## src/rtl/fetch_queue_if.sv

```systemverilog
// Instruction-memory request/response bus between the fetch queue (master)
// and the instruction memory (slave).
interface fetch_queue_if #(
  parameter int XLEN = 32
);
  logic            imem_req;
  logic [XLEN-1:0] imem_addr;
  logic            imem_ready;
  logic            imem_rvalid;
  logic [XLEN-1:0] imem_rdata;

  modport master (
    output imem_req, imem_addr,
    input  imem_ready, imem_rvalid, imem_rdata
  );

  modport slave (
    input  imem_req, imem_addr,
    output imem_ready, imem_rvalid, imem_rdata
  );
endinterface

```

## src/rtl/fetch_queue.sv

```systemverilog
// Prefetching instruction fetch stage: credit-limited in-order requests, a small
// {instr, addr} FIFO, redirect with stale-response dropping, and a stallable output register.
module fetch_queue #(
  parameter int              XLEN     = 32,
  parameter int              DEPTH    = 4,
  parameter logic [XLEN-1:0] RESET_PC = '0
) (
  input  logic            clk,
  input  logic            rst,
  input  logic            pc_sel,
  input  logic [XLEN-1:0] jmp_addr,
  input  logic            stall,
  fetch_queue_if.master   imem,
  output logic            o_valid,
  output logic [XLEN-1:0] o_instruction,
  output logic [XLEN-1:0] o_pc,
  output logic [XLEN-1:0] o_pc4
);
  localparam int PW = (DEPTH > 1) ? $clog2(DEPTH) : 1;
  localparam int CW = PW + 1;
  localparam logic [CW:0] DEPTH_W = (CW + 1)'(DEPTH);

  logic [XLEN-1:0] pc;
  logic [XLEN-1:0] fifo_instr [DEPTH];
  logic [XLEN-1:0] fifo_addr  [DEPTH];
  logic [PW-1:0]   rd_ptr;
  logic [PW-1:0]   wr_ptr;
  logic [CW-1:0]   count;
  logic [CW-1:0]   outstanding;
  logic [CW-1:0]   drop_cnt;

  logic [CW:0]     credit;
  logic            accept;
  logic            resp;
  logic            push;
  logic            pop;
  logic [XLEN-1:0] resp_addr;

  // Counting in-flight requests against free FIFO slots means a response always has room.
  assign credit         = {1'b0, count} + {1'b0, outstanding};
  assign imem.imem_req  = !rst && !pc_sel && (credit < DEPTH_W);
  assign imem.imem_addr = pc;

  assign accept = imem.imem_req && imem.imem_ready;
  assign resp   = imem.imem_rvalid;
  assign push   = resp && (drop_cnt == '0) && !pc_sel;
  assign pop    = !stall && !pc_sel && (count != '0);

  // With nothing left to drop, all in-flight requests are consecutive and end at pc-4,
  // so the oldest one (the one answering now) sits at pc - 4*outstanding.
  assign resp_addr = pc - (XLEN'(outstanding) << 2);

  always_ff @(posedge clk) begin
    if (rst) begin
      pc            <= RESET_PC;
      rd_ptr        <= '0;
      wr_ptr        <= '0;
      count         <= '0;
      outstanding   <= '0;
      drop_cnt      <= '0;
      o_valid       <= 1'b0;
      o_instruction <= '0;
      o_pc          <= '0;
      o_pc4         <= '0;
    end else begin
      outstanding <= outstanding + CW'(accept) - CW'(resp);

      if (pc_sel) begin
        pc       <= {jmp_addr[XLEN-1:2], 2'b00};
        rd_ptr   <= '0;
        wr_ptr   <= '0;
        count    <= '0;
        drop_cnt <= outstanding - CW'(resp);
      end else begin
        if (accept) begin
          pc <= pc + XLEN'(4);
        end
        if (resp && (drop_cnt != '0)) begin
          drop_cnt <= drop_cnt - CW'(1);
        end
        if (push) begin
          fifo_instr[wr_ptr] <= imem.imem_rdata;
          fifo_addr[wr_ptr]  <= resp_addr;
          wr_ptr             <= wr_ptr + PW'(1);
        end
        if (pop) begin
          rd_ptr <= rd_ptr + PW'(1);
        end
        count <= count + CW'(push) - CW'(pop);
      end

      // A redirect or an empty queue while not stalled emits an all-zero bubble.
      if (!stall) begin
        if (pop) begin
          o_valid       <= 1'b1;
          o_instruction <= fifo_instr[rd_ptr];
          o_pc          <= fifo_addr[rd_ptr];
          o_pc4         <= fifo_addr[rd_ptr] + XLEN'(4);
        end else begin
          o_valid       <= 1'b0;
          o_instruction <= '0;
          o_pc          <= '0;
          o_pc4         <= '0;
        end
      end
    end
  end
endmodule
```

## src/flat_wrapper.sv

```systemverilog
// flat-port wrapper written by rule: the top's interface ports become plain ports
module fetch_queue_flat 
#(
  parameter int              XLEN     = 32,
  parameter int              DEPTH    = 4,
  parameter logic [XLEN-1:0] RESET_PC = '0
)
  (clk, rst, pc_sel, jmp_addr, stall, o_valid, o_instruction, o_pc, o_pc4, imem_imem_req, imem_imem_addr, imem_imem_ready, imem_imem_rvalid, imem_imem_rdata);
  fetch_queue_if #(.XLEN(XLEN)) imem_i ();
  input  logic clk;
  input  logic rst;
  input  logic pc_sel;
  input  logic [XLEN-1:0] jmp_addr;
  input  logic stall;
  output logic o_valid;
  output logic [XLEN-1:0] o_instruction;
  output logic [XLEN-1:0] o_pc;
  output logic [XLEN-1:0] o_pc4;
  output wire logic [$bits(imem_i.imem_req)-1:0] imem_imem_req;
  output wire logic [$bits(imem_i.imem_addr)-1:0] imem_imem_addr;
  input wire logic [$bits(imem_i.imem_ready)-1:0] imem_imem_ready;
  input wire logic [$bits(imem_i.imem_rvalid)-1:0] imem_imem_rvalid;
  input wire logic [$bits(imem_i.imem_rdata)-1:0] imem_imem_rdata;
  assign imem_imem_req = imem_i.imem_req;
  assign imem_imem_addr = imem_i.imem_addr;
  assign imem_i.imem_ready = imem_imem_ready;
  assign imem_i.imem_rvalid = imem_imem_rvalid;
  assign imem_i.imem_rdata = imem_imem_rdata;
  fetch_queue #(.XLEN(XLEN), .DEPTH(DEPTH), .RESET_PC(RESET_PC)) u_core (.clk(clk), .rst(rst), .pc_sel(pc_sel), .jmp_addr(jmp_addr), .stall(stall), .imem(imem_i), .o_valid(o_valid), .o_instruction(o_instruction), .o_pc(o_pc), .o_pc4(o_pc4));
endmodule
```

## config.mk

```make
export PLATFORM = sky130hd
export DESIGN_NAME = fetch_queue_flat
export DESIGN_NICKNAME = d
export VERILOG_FILES = /design/src/rtl/fetch_queue_if.sv /design/src/rtl/fetch_queue.sv /design/src/flat_wrapper.sv
export SDC_FILE = /design/constraint.sdc
export NUM_CORES = 1
export LEC_CHECK = 0
export BUFFER_PORTS_ARGS = -buffer_cell sky130_fd_sc_hd__buf_2
export CELL_PAD_IN_SITES_DETAIL_PLACEMENT = 1
export CELL_PAD_IN_SITES_GLOBAL_PLACEMENT = 1
export CORE_MARGIN = 4
export CORE_UTILIZATION = 43
export CTS_CLUSTER_SIZE = 16
export DETAILED_ROUTE_END_ITERATION = 10
export GPL_ROUTABILITY_DRIVEN = 0
export HOLD_SLACK_MARGIN = 0.1
export PLACE_DENSITY = 0.73
export SLEW_MARGIN = 20
export SYNTH_ARGS = -nofsm -noshare
export SYNTH_HDL_FRONTEND = slang
export SYNTH_SLANG_ARGS = --single-unit
```

## constraint.sdc

```tcl
create_clock -name clk -period 2.66 [get_ports clk]
set_input_delay 0.133 -clock clk [delete_from_list [all_inputs] [get_ports clk]]
set_output_delay 0.133 -clock clk [all_outputs]
set_load 0.02 [all_outputs]
```

==> impl_metrics.csv <==
group,metric,value,unit
timing,rsz0062_at_grt,"no",
logic_synthesis,ys.flop_type,"edfxtp_1",
placed_design,place_area,17700,um2
logic_synthesis,ys_ff_latch,386,
logic_synthesis,async_reset_ff_frac,0,
setup_path,crit_type,"flip-flop to flip-flop",
setup_path,critPathRequiredTime,3090,ps
setup_path,crit_path_end_kind,"flip-flop",
logic_synthesis,synth_top_cell_by_area,"edfxtp_1",
floorplanning,initial_utilization,0.436,
route,vias,10900,
finish,stdcell_count,1945,
logic_synthesis,yosysUniqueCellTypes,68,
timing,worst_pin_slew,838,ps
global_routing,antenna_found_initial,0,
floorplanning,coreArea,36700,um2
setup_path,arrival,2900,ps
clock_network,cts.clk_slew.worst_paths,60,ps
finish,multi_input_area,5280,um2
placed_design,port-buffer-count,191,
outcome,run_status,"finished clean",
route,avgRoutedWirePerCell,21.6,um
finish,drive_gt1_frac,0.271,
timing,final_max_slew_viol_count,0,
setup_path,critPathLaunchType,"flip-flop",
placed_design,pre_cts_ws,72.4,ps
clock_network,cts_tree,"yes",
timing,final.setup.tns,0,ps
setup_path,rr_endpoint,"u_core.o_pc4[26]$_SDFFE_PP0N_",
clock_network,clock-sinks,386,
logic_synthesis,yosysWarnings,0,
job,maxCapViolCount,0,
floorplanning,die-area,40400,um2
logic_synthesis,ys_seq_area_frac,0.638,
finish,regArea,10200,um2
worst_hold_path,hold_depth,5,
logic_synthesis,synthCells,1165,
logic_synthesis,synth_commonest_cells,"248 x edfxtp_1, 138 x dfxtp_1, 116 x nor2_1, 68 x a22oi_1, 68 x nand2_1",
setup_path,crit_chain,"buf_4 > mux4_2 > nand4_2 > nor2_2 > and4_1 > a221o_1",
timing,period_needed,2470,ps
placed_design,dpl.hpwl,27700,um
global_routing,grt_overflow,0,
finish,finish.net_count,1537,
floorplanning,die_h,201,um
timing,skew,17.7,ps
worst_hold_path,hold_path_class,"primary input to flip-flop",
finish,antenna_cells,0,
clock_network,clk_path_buf_depth,3,
clock_network,cts_setup_buffers,0,
setup_path,critical_path.max_fanout,19,
power,total_leakage_power,7.30,nW
power,power_density,699,nW/um2
floorplanning,rows,70,
route,drt_pass1_iterations,5,
timing,worst_slew_margin_rel,0.441,
logic_synthesis,netlist_area,16000,um2
global_routing,grt_max_degree,69,
logic_synthesis,yosysMostFrequentCell,"edfxtp_1",
worst_hold_path,hold_path.startpoint,"imem_imem_ready",
setup_path,rr_worst_depth,6,
setup_path,r2r_slack,190,ps
logic_synthesis,synth_edf_count,248,
worst_hold_path,min_to,"u_core.outstanding[0]$_SDFF_PP0_",
placed_design,placed_cells,1804,
setup_path,slowest_stage,"mux4_2",
finish,design_area,19700,um2
power,ir_drop,0.460,mV
timing,fmax,404,MHz
clock_network,cts_max_level,2,
finish,nFillCells,3713,
route,drc,0,
route,vias_per_cell,5.61,
global_routing,grt_use_total,0.207,
route,drt_iter0_drc,713,
floorplanning,dieWidth,201,um
logic_synthesis,synthTopCellsByArea,"edfxtp_1 47%, dfxtp_1 17%, mux4_2 8.2%",
global_routing,first_global_vias,11700,
timing,finalHoldViolations,0,
clock_network,clock_latency,540,ps
route,wirelength,42000,um
global_routing,grt_pass1_wl,67000,um
timing,period_share,0.930,
finish,utilization,0.538,
timing,finalSetupViolCount,0,
logic_synthesis,yosysTopAreaCellShare,0.465,
timing,layout_setup_ws,186,ps
floorplanning,ios,200,
route,ant_nets,0,
logic_synthesis,avgSynthCellArea,13.7,um2
clock_network,cts-root-buf,"clkbuf_16",
setup_path,max_stage_delay,620,ps
clock_network,cts_buffers,42,
finish,area_growth,23.3,%
==> through the flow <==
stage / hold WS [ps] / power [mW]
2_1_floorplan: 232 / 7.58
3_3_place_gp: 344 / 8.03
3_5_place_dp: 350 / 8.10
4_1_cts: 235 / 13.9
5_1_grt: 314 / 14.3
6_report: 271 / 13.8
==> critical path, delay by kind of cell (launching register included) <==
kind,cells,cell delay (ps)
AO/OA/AOI/OAI,1,280
buffers and inverters,1,330
flip-flops,1,570
multiplexers,1,620
AND/OR/NAND/NOR,3,560
==> where the power goes <==
part	internal, mW	switching, mW	leakage (nW)	total (mW)
registers	6.61	0.0811	3.37	6.69
clock network	3.39	2.36	0.668	5.74
logic	0.505	0.855	3.26	1.36
==> cells in the final DEF (no fill, tap or decap), types with 7 or more instances in the layout <==
| cell type | count |
|---|---|
| nand3_1 | 19 |
| a21oi_1 | 23 |
| buf_4 | 55 |
| ha_1 | 19 |
| xor2_1 | 12 |
| inv_1 | 32 |
| dfxtp_1 | 136 |
| nor2_1 | 116 |
| a22oi_1 | 68 |
| xnor2_1 | 33 |
| dlygate4sd3_1 | 65 |
| nand4_1 | 13 |
| a31oi_1 | 22 |
| clkinv_1 | 7 |
| buf_12 | 8 |
| nand2_1 | 68 |
| clkbuf_16 | 42 |
| or3_1 | 7 |
| a221o_1 | 8 |
| nor3_1 | 22 |
| o211ai_1 | 7 |
| clkinv_2 | 7 |
| edfxtp_1 | 248 |
| or4_1 | 10 |
| buf_2 | 190 |
| mux4_2 | 58 |
| and3_1 | 14 |
| clkbuf_1 | 8 |
| nor4_1 | 11 |
| o21ai_0 | 26 |
==> logic make-up after synthesis <==
kind of cell	after synthesis	share of synthesized area
adder cells (fa/ha/maj)	22	0.0186
XOR/XNOR	46	0.0252
AO/OA/AOI/OAI	197	0.0864
flip-flops	386	0.638
AND/OR/NAND/NOR	330	0.107
multiplexers	64	0.0895
buffers and inverters	119	0.0353
other	1	0.000234
==> final cells by class <==
class,count,area share
Clock inverter,23,0.0118
Inverter,32,0.00609
Sequential cell,386,0.518
Tap cell,468,0.0297
Clock buffer,53,0.0569
Timing Repair Buffer,318,0.110
Multi-Input combinational cell,665,0.268
==> per-layer routing <==
layer | global-route usage | routed length, um
met1 | 0.292 | 18800
met2 | 0.342 | 20300
met3 | 0.0294 | 2010
met4 | 0.0511 | 830
met5 | 0 | 0
==> flip-flops by register name, indices dropped and copies added, names as in the netlist, named ones only <==
register / cells
u_core.fifo_instr: 128
u_core.o_pc4: 30
u_core.rd_ptr: 2
u_core.imem.imem_addr: 30
u_core.o_pc: 30
u_core.o_valid: 1
u_core.wr_ptr: 2
u_core.count: 3
u_core.outstanding: 3
u_core.fifo_addr: 120
u_core.drop_cnt: 3
u_core.o_instruction: 32
==> timing repair <==
action	CTS	global route
setup endpoints to repair	0	19
resized for setup	0	3
hold buffers	65	0
endpoints found under the hold margin	169	0
==> how the worst max path moves through the flow <==
stage	start	endpoint	slack [ps]	depth (start not counted)
after floorplan	u_core.count[1]$_SDFF_PP0_	u_core.count[2]$_SDFF_PP0_	170	11
after global placement	u_core.count[2]$_SDFF_PP0_	u_core.imem.imem_addr[30]$_SDFFE_PP0P_	190	7
after detailed placement	u_core.count[2]$_SDFF_PP0_	u_core.imem.imem_addr[30]$_SDFFE_PP0P_	70	7
after CTS	u_core.outstanding[0]$_SDFF_PP0_	u_core.fifo_addr[0][26]$_DFFE_PP_	60	7
after global routing	flip-flop	u_core.o_pc4[30]$_SDFFE_PP0N_	10	6
final	flip-flop	u_core.o_pc4[26]$_SDFFE_PP0N_	190	6
(Power assumes the default switching activity.)
